`config.mk`:
```
export PLATFORM = sky130hd
export DESIGN_NAME = assoc_cache
export DESIGN_NICKNAME = d
export VERILOG_FILES = /design/src/rtl/cache_pkg.sv /design/src/rtl/cache_lru.sv /design/src/rtl/assoc_cache.sv
export SDC_FILE = /design/constraint.sdc
export NUM_CORES = 1
export LEC_CHECK = 0
export CAP_MARGIN = 20
export CORE_MARGIN = 10
export CORE_UTILIZATION = 55
export DETAILED_ROUTE_END_ITERATION = 12
export PLACE_DENSITY = 0.85
export SYNTH_ARGS = -nofsm -noshare
export SYNTH_HDL_FRONTEND = slang
export SYNTH_SLANG_ARGS = --single-unit
```
`constraint.sdc`:
```
create_clock -name clk -period 9.2 [get_ports clk]
set_clock_uncertainty 0.2 [all_clocks]
set_input_delay 1.84 -clock clk [delete_from_list [all_inputs] [get_ports clk]]
set_output_delay 1.84 -clock clk [all_outputs]
set_load 0.05 [all_outputs]
```
`src/rtl/cache_pkg.sv`:
```
// Shared definitions for the set-associative cache.
//   state_e    : controller states
//   off_bits / idx_bits / tag_bits / way_bits : address and way field widths
//   line_addr  : rebuilds a line-aligned word address from tag and index
package cache_pkg;

  typedef enum logic [2:0] {
    ST_IDLE     = 3'd0,
    ST_EVICT    = 3'd1,
    ST_FILL     = 3'd2,
    ST_RESPOND  = 3'd3,
    ST_WT_WRITE = 3'd4
  } state_e;

  function automatic int off_bits(input int line_words);
    return $clog2(line_words);
  endfunction

  function automatic int idx_bits(input int sets);
    return $clog2(sets);
  endfunction

  function automatic int tag_bits(input int word_size, input int line_words, input int sets);
    return word_size - off_bits(line_words) - idx_bits(sets);
  endfunction

  // A direct-mapped build still needs a 1-bit way select to declare vectors.
  function automatic int way_bits(input int ways);
    return (ways > 1) ? $clog2(ways) : 1;
  endfunction

  // Offset bits come out as zero; works when the index field is empty (ib = 0).
  function automatic logic [31:0] line_addr(input logic [31:0] tag, input logic [31:0] idx,
                                            input int ob, input int ib);
    return (tag << (ob + ib)) | (idx << ob);
  endfunction

endpackage

```
`src/rtl/cache_lru.sv`:
```
// True-LRU bookkeeping: one age per way per set, 0 = most recently used.
//   clk, reset_n : clock, synchronous active-low reset (way w starts at age w)
//   index        : set being accessed
//   touch_way    : way to mark most recently used when touch_en=1
//   valid_mask   : valid bits of the indexed set
//   victim_way   : lowest-numbered invalid way, else the oldest way
module cache_lru
  import cache_pkg::*;
#(
  parameter int SETS = 4,
  parameter int WAYS = 2,
  parameter int IW   = (idx_bits(SETS) > 0) ? idx_bits(SETS) : 1,
  parameter int WW   = way_bits(WAYS)
) (
  input  logic            clk,
  input  logic            reset_n,
  input  logic [IW-1:0]   index,
  input  logic [WW-1:0]   touch_way,
  input  logic            touch_en,
  input  logic [WAYS-1:0] valid_mask,
  output logic [WW-1:0]   victim_way
);

  logic [WW-1:0] age_q [SETS][WAYS];

  // Ages in a set always form a permutation of 0..WAYS-1: the touched way drops
  // to 0 and only the ways younger than it move up by one.
  always_ff @(posedge clk) begin
    if (!reset_n) begin
      for (int s = 0; s < SETS; s++)
        for (int w = 0; w < WAYS; w++)
          age_q[s][w] <= WW'(w);
    end else if (touch_en) begin
      for (int w = 0; w < WAYS; w++) begin
        if (WW'(w) == touch_way)
          age_q[index][w] <= '0;
        else if (age_q[index][w] < age_q[index][touch_way])
          age_q[index][w] <= age_q[index][w] + 1'b1;
      end
    end
  end

  // Descending scan so the lowest-numbered invalid way wins the last assignment.
  always_comb begin
    victim_way = '0;
    for (int w = 0; w < WAYS; w++)
      if (age_q[index][w] == WW'(WAYS - 1)) victim_way = WW'(w);
    for (int w = WAYS - 1; w >= 0; w--)
      if (!valid_mask[w]) victim_way = WW'(w);
  end

endmodule

```
`src/rtl/assoc_cache.sv`:
```
// N-way set-associative cache between the CPU pipeline and line-wide memory.
//   CPU side   : cpu_read/cpu_write/cpu_addr/cpu_wdata in; cpu_rdata/cpu_ready/hit out
//   stall      : freezes hit-path updates while in IDLE
//   memory side: mem_read/mem_write/mem_addr/mem_wdata out; mem_rdata/mem_ack in
//   busy       : a memory transaction (evict, fill, write-through) is in flight
// Hits complete combinationally in IDLE; misses go EVICT (dirty victim) -> FILL
// -> RESPOND. Write-through mode routes every write through WT_WRITE.
module assoc_cache
  import cache_pkg::*;
#(
  parameter int WORD_SIZE  = 16,
  parameter int LINE_WORDS = 4,
  parameter int SETS       = 4,
  parameter int WAYS       = 2,
  parameter int WRITE_BACK = 1
) (
  input  logic                             clk,
  input  logic                             reset_n,
  input  logic                             stall,
  input  logic                             cpu_read,
  input  logic                             cpu_write,
  input  logic [WORD_SIZE-1:0]             cpu_addr,
  input  logic [WORD_SIZE-1:0]             cpu_wdata,
  output logic [WORD_SIZE-1:0]             cpu_rdata,
  output logic                             cpu_ready,
  output logic                             hit,
  output logic                             busy,
  output logic                             mem_read,
  output logic                             mem_write,
  output logic [WORD_SIZE-1:0]             mem_addr,
  output logic [LINE_WORDS*WORD_SIZE-1:0]  mem_wdata,
  input  logic [LINE_WORDS*WORD_SIZE-1:0]  mem_rdata,
  input  logic                             mem_ack
);

  localparam int OB = off_bits(LINE_WORDS);
  localparam int IB = idx_bits(SETS);
  localparam int IW = (IB > 0) ? IB : 1;
  localparam int TB = tag_bits(WORD_SIZE, LINE_WORDS, SETS);
  localparam int WW = way_bits(WAYS);
  localparam int LW = LINE_WORDS * WORD_SIZE;
  localparam bit WB = (WRITE_BACK != 0);

  typedef logic [LW-1:0] line_t;

  // Storage
  line_t           data_q  [SETS][WAYS];
  logic [TB-1:0]   tag_q   [SETS][WAYS];
  logic [WAYS-1:0] valid_q [SETS];
  logic [WAYS-1:0] dirty_q [SETS];

  state_e          state_q, state_d;
  logic [WW-1:0]   way_q, way_d;

  // Request decode; the CPU holds the request steady until it completes.
  logic            req, is_wr;
  logic [OB-1:0]   req_off;
  logic [IW-1:0]   req_idx;
  logic [TB-1:0]   req_tag;
  logic [WORD_SIZE-1:0] req_line_addr;

  assign req     = cpu_read | cpu_write;
  assign is_wr   = cpu_write;
  assign req_off = cpu_addr[OB-1:0];
  assign req_idx = IW'((cpu_addr >> OB) & WORD_SIZE'(SETS - 1));
  assign req_tag = TB'(cpu_addr >> (OB + IB));
  assign req_line_addr = WORD_SIZE'(line_addr(32'(req_tag), 32'(req_idx), OB, IB));

  function automatic logic [WORD_SIZE-1:0] word_of(input line_t line, input logic [OB-1:0] off);
    return line[int'(off)*WORD_SIZE +: WORD_SIZE];
  endfunction

  function automatic line_t merge(input line_t line, input logic [OB-1:0] off,
                                  input logic [WORD_SIZE-1:0] w);
    line_t m;
    m = line;
    m[int'(off)*WORD_SIZE +: WORD_SIZE] = w;
    return m;
  endfunction

  // Tag compare across the indexed set
  logic          hit_any;
  logic [WW-1:0] hit_way;

  always_comb begin
    hit_any = 1'b0;
    hit_way = '0;
    for (int w = 0; w < WAYS; w++) begin
      if (valid_q[req_idx][w] && tag_q[req_idx][w] == req_tag) begin
        hit_any = 1'b1;
        hit_way = WW'(w);
      end
    end
  end

  // Replacement
  logic [WW-1:0] victim_way, lru_way;
  logic          lru_touch;

  cache_lru #(.SETS(SETS), .WAYS(WAYS), .IW(IW), .WW(WW)) u_lru (
    .clk        (clk),
    .reset_n    (reset_n),
    .index      (req_idx),
    .touch_way  (lru_way),
    .touch_en   (lru_touch),
    .valid_mask (valid_q[req_idx]),
    .victim_way (victim_way)
  );

  // Next-state and outputs
  logic          data_we, install, fill_dirty, set_dirty, clr_dirty;
  logic [WW-1:0] data_way;
  line_t         data_line;

  // NOTE: every combinational output gets a default first, so no path through
  // the case statement can leave a signal unassigned and infer a latch.
  always_comb begin
    state_d    = state_q;
    way_d      = way_q;
    cpu_ready  = 1'b0;
    cpu_rdata  = '0;
    hit        = 1'b0;
    busy       = 1'b0;
    mem_read   = 1'b0;
    mem_write  = 1'b0;
    mem_addr   = '0;
    mem_wdata  = '0;
    lru_touch  = 1'b0;
    lru_way    = way_q;
    data_we    = 1'b0;
    data_way   = way_q;
    data_line  = '0;
    install    = 1'b0;
    fill_dirty = 1'b0;
    set_dirty  = 1'b0;
    clr_dirty  = 1'b0;

    unique case (state_q)
      ST_IDLE: begin
        if (req && hit_any) begin
          hit       = 1'b1;
          cpu_rdata = word_of(data_q[req_idx][hit_way], req_off);
          // A write-through write is not done until memory has it.
          cpu_ready = !(is_wr && !WB);
          if (!stall) begin
            lru_touch = 1'b1;
            lru_way   = hit_way;
            way_d     = hit_way;
            if (is_wr) begin
              data_we   = 1'b1;
              data_way  = hit_way;
              data_line = merge(data_q[req_idx][hit_way], req_off, cpu_wdata);
              if (WB) set_dirty = 1'b1;
              else    state_d   = ST_WT_WRITE;
            end
          end
        end else if (req && !stall) begin
          way_d   = victim_way;
          state_d = (WB && valid_q[req_idx][victim_way] && dirty_q[req_idx][victim_way])
                    ? ST_EVICT : ST_FILL;
        end
      end

      ST_EVICT: begin
        busy      = 1'b1;
        mem_write = 1'b1;
        mem_addr  = WORD_SIZE'(line_addr(32'(tag_q[req_idx][way_q]), 32'(req_idx), OB, IB));
        mem_wdata = data_q[req_idx][way_q];
        if (mem_ack) begin
          clr_dirty = 1'b1;
          state_d   = ST_FILL;
        end
      end

      ST_FILL: begin
        busy     = 1'b1;
        mem_read = 1'b1;
        mem_addr = req_line_addr;
        if (mem_ack) begin
          data_we    = 1'b1;
          data_line  = is_wr ? merge(mem_rdata, req_off, cpu_wdata) : mem_rdata;
          install    = 1'b1;
          fill_dirty = is_wr && WB;
          lru_touch  = 1'b1;
          state_d    = (is_wr && !WB) ? ST_WT_WRITE : ST_RESPOND;
        end
      end

      ST_RESPOND: begin
        cpu_ready = 1'b1;
        cpu_rdata = word_of(data_q[req_idx][way_q], req_off);
        state_d   = ST_IDLE;
      end

      ST_WT_WRITE: begin
        busy      = 1'b1;
        mem_write = 1'b1;
        mem_addr  = req_line_addr;
        mem_wdata = data_q[req_idx][way_q];
        if (mem_ack) state_d = ST_RESPOND;
      end

      default: state_d = ST_IDLE;
    endcase
  end

  // Control state: reset clears every valid/dirty bit and abandons any transaction.
  // NOTE: state registers use non-blocking assignments so every flop samples
  // the pre-edge values regardless of statement order.
  always_ff @(posedge clk) begin
    if (!reset_n) begin
      state_q <= ST_IDLE;
      way_q   <= '0;
      for (int s = 0; s < SETS; s++) begin
        valid_q[s] <= '0;
        dirty_q[s] <= '0;
      end
    end else begin
      state_q <= state_d;
      way_q   <= way_d;
      if (install) begin
        valid_q[req_idx][way_q] <= 1'b1;
        dirty_q[req_idx][way_q] <= fill_dirty;
      end
      if (set_dirty) dirty_q[req_idx][hit_way] <= 1'b1;
      if (clr_dirty) dirty_q[req_idx][way_q]   <= 1'b0;
    end
  end

  // NOTE: data and tag arrays carry no reset; a line is only observable once its
  // valid bit is set, so resetting the array would add cost without effect.
  always_ff @(posedge clk) begin
    if (data_we) data_q[req_idx][data_way] <= data_line;
    if (install) tag_q[req_idx][way_q]     <= req_tag;
  end

endmodule

```
==> flow_summary.yaml <==
run_status:
  status: "complete, no violations"
final_layout:
  diodes: 0
  nets: 1943
  final_layout_size_suffix_gt1_share_pct: 22.98
  area_growth_pct: 17.62
  finish.utilization_pct: 65.50
detailed_routing:
  num_vias: 17730
  remaining_drc_errors: 0
  wl_per_cell_um: 31.77
  totalWireLength_um: 81320
  via_per_inst: 6.925
  antenna_left: 0
  dr.pass1.iters: 6
  initialDrtViolationCount: 2964
synth:
  ys.flop_type: "edfxtp_1"
  synth_seq_cells: 635
  synth_top_area_share_pct: 66.06
  syn_inst: 1620
  seq_area_frac_synth_pct: 66.34
  syn_area_um2: 28680
  synthArstFlopShare_pct: 0
  synth_top_area_cell: "edfxtp_1"
  syn_avg_cell_area_um2: 17.71
  synth_enable_flop_cells: 631
  yosysWarnings: 0
  synth_area_leaders: "edfxtp_1 (66%), mux4_2 (15%), mux2i_1 (2.9%), a221o_1 (2.2%), nor2b_1 (2.0%)"
  ys_types: 55
clock_network:
  cts_setup_buffers: 0
  cts_resized: 0
  cts_tree: "done"
  clk_latency_ps: 600
  clk_pin_slew_ps: 60
  clk_path_buf_depth: 3
  cts_sinks: 635
  numCtsBuffers: 66
  cts_root_buf: "clkbuf_16"
  htree_levels: 3
  cts_hold_buf: 0
timing:
  worstMarginPinSlew_ps: 1235
  setup_viol: 0
  fmax_mhz: 117.4
  rsz0062_at_grt: "no"
  tns_ps: 0
  report.final.slew_viol_count: 0
  finalHoldViolations: 0
  fin_crit_sh_pct: 92.57
  slew_headroom_pct: 17.64
  finalCriticalPeriod_ps: 8517
critical_path:
  r2r_slack_ps: 4220
  crit_arrival_ps: 6480
  critical-path-top-delay-family: "buffers and inverters"
  critical-path-max-stage-delay_ps: 1160
  critPathSlowestCell: "or4_2"
  required_ps: 7160
  end_kind: "output pin"
  reg2reg_depth: 8
  crit_fanout: 56
  critPathLaunchType: "primary input"
  path_cells: "buf_8 -> mux4_2 -> xnor2_1 -> nand4_1 -> or4_2 -> mux2_2 -> mux2i_1 -> o211ai_1 -> clkdlybuf4s50_1"
  critPathKind: "in2out"
  worstReg2RegEnd: "data_q[2][58]"
  cp_num_buf_inv: 2
  r2r_start: "tag_q[2][3]"
power_and_ir_drop:
  p_per_area_nw_per_um2: 214.6
  p_leak_nw: 10.79
  ir_worst_vdd_mv: 0.1510
global_route:
  antenna_found_initial: 3
  grt_max_degree: 82
  grt_pass1_vias: 17860
  grt_use_total_pct: 26.42
  grt_pass1_wl_um: 119500
  grt_overflow: 0
worst_hold_path:
  whs_path_depth: 2
  holdPathEnd: "state_q[0]"
  hp-start: "state_q[0]"
  worstHoldPathType: "reg2reg"
placed_design:
  place_congestion: 0.8815
  hpwl_um: 50820
  portBuffers: 200
run:
  drv_cap: 0
die:
  core_um2: 51510
  num_rows: 83
  io_pins: 203
  floorplan.initialDensity_pct: 55.68
  die_h_um: 248.4
  dieArea_um2: 61690
  die_w_um: 248.4
## stage by stage
stage | instances | hold WS [ps] | cell area, um2 | worst slack (ps) | total power [mW]
2_1_floorplan | 1621 | 285.0 | 28690 | 1966 | 4.211
3_5_place_dp | 2442 | 334.8 | 31620 | 823.9 | 4.658
5_1_grt | 2560 | 367.5 | 33740 | 576.3 | 7.428
4_1_cts | 2559 | 347.8 | 33720 | 774.9 | 7.239
3_3_place_gp | 2442 | 308.2 | 31620 | 828.8 | 4.629
6_report | 2560 | 343.2 | 33740 | 683.2 | 7.239
## cells in the final DEF, fill, tap and decap left out, drive strengths merged, types with 5 or more instances in the layout
cell | Yosys | layout
nor2b | 92 | 92
inv | 11 | 16
clkbuf | 66 | 81
nor2 | 45 | 45
buf | 46 | 57
mux2i | 84 | 84
mux4 | 190 | 190
a22oi | 13 | 13
nand2 | 95 | 95
or2 | 17 | 17
nand2b | 9 | 9
nand3 | 10 | 10
ha | 10 | 10
nand4 | 9 | 9
and2 | 18 | 18
edfxtp | 631 | 631
o21ai | 23 | 23
xnor2 | 24 | 24
a221o | 63 | 63
mux2 | 44 | 44
clkdlybuf4s50 | 0 | 197
clkinv | 0 | 24
bufinv | 0 | 5
a21oi | 47 | 47
o211ai | 17 | 17
## cells in the mapped netlist (2+ instances only)
library cell / n
edfxtp_1: 631
mux4_2: 190
nand2_1: 95
nor2b_1: 92
mux2i_1: 84
clkbuf_1: 66
a221o_1: 63
a21oi_1: 47
nor2_1: 45
mux2_2: 44
buf_2: 24
xnor2_1: 24
o21ai_0: 21
and2_1: 18
o211ai_1: 17
or2_2: 17
a22oi_1: 13
buf_1: 13
ha_1: 10
inv_1: 10
nand3_1: 10
nand2b_1: 9
nand4_1: 9
buf_4: 7
a21boi_0: 4
and3_1: 4
dfxtp_1: 4
nor3_1: 4
or4_1: 4
a2111oi_4: 3
a31oi_1: 3
o2111ai_1: 3
a21o_1: 2
a31o_2: 2
buf_6: 2
nand3b_1: 2
nand4b_1: 2
nor4_1: 2
nor4_4: 2
o21a_1: 2
o2bb2ai_1: 2
## logic make-up after synthesis
kind of cell / count (synthesis) / share of synthesized area (%)
DFF: 635 / 66.34
and+or+nand+nor: 317 / 5.784
other: 1 / 0.01307
muxes: 318 / 19.58
xor gates and xnor gates: 24 / 0.7329
AOI/OAI and AO/OA: 192 / 5.257
adders and majority gates: 10 / 0.4362
buffers and inverters: 123 / 1.858
## layout make-up
type | instances | area [um2]
clock inverter | 36 | 349.1
fill | 3363 | 17770
sequential | 635 | 19030
clock buffer | 81 | 1750
tap | 680 | 850.8
timing repair buffer | 254 | 2449
multi-input combinational | 863 | 9265
inverter | 11 | 41.29
## power breakdown
part	switching, mW	internal, mW	total [mW]	leakage [nW]
combinational	0.811	0.457	1.27	3.90
sequential	0.0449	3.31	3.36	5.86
clock	1.11	1.51	2.61	1.02
## layer usage
layer  wire [um]  track usage (%)
met1       27420            34.01
met5         169            1.906
met3       11640            7.466
met4        3505            11.37
met2       38590            41.57
## how the worst max path moves through the flow
stage | depth (start not counted) | slack [ps] | end | from
finish | 9 | 680 | cpu_rdata[14] | cpu_addr[2]
global route | 9 | 580 | cpu_rdata[14] | cpu_addr[2]
CTS | 9 | 770 | cpu_rdata[10] | cpu_addr[2]
detailed placement | 9 | 820 | cpu_rdata[10] | cpu_addr[2]
global placement | 9 | 830 | cpu_rdata[14] | cpu_addr[2]
floorplan | 9 | 1970 | data_q[0][0] | cpu_addr[2]
## worst reg2reg max path: cells and delay by family, from the launching register on
| family | cells | cell delay, ps |
|---|---|---|
| and+or+nand+nor | 3 | 1480 |
| muxes | 2 | 920 |
| buffers and inverters | 1 | 850 |
| AOI/OAI and AO/OA | 1 | 440 |
| DFF | 1 | 370 |
| xor gates and xnor gates | 1 | 290 |
## flip-flops by register name (all words and copies together), names as in the netlist
name / cells
valid_q: 8
tag_q: 96
dirty_q: 8
way_q: 1
u_lru.age_q: 8
state_q: 2
data_q: 512
Note: power is estimated with default switching activity, not from simulation.
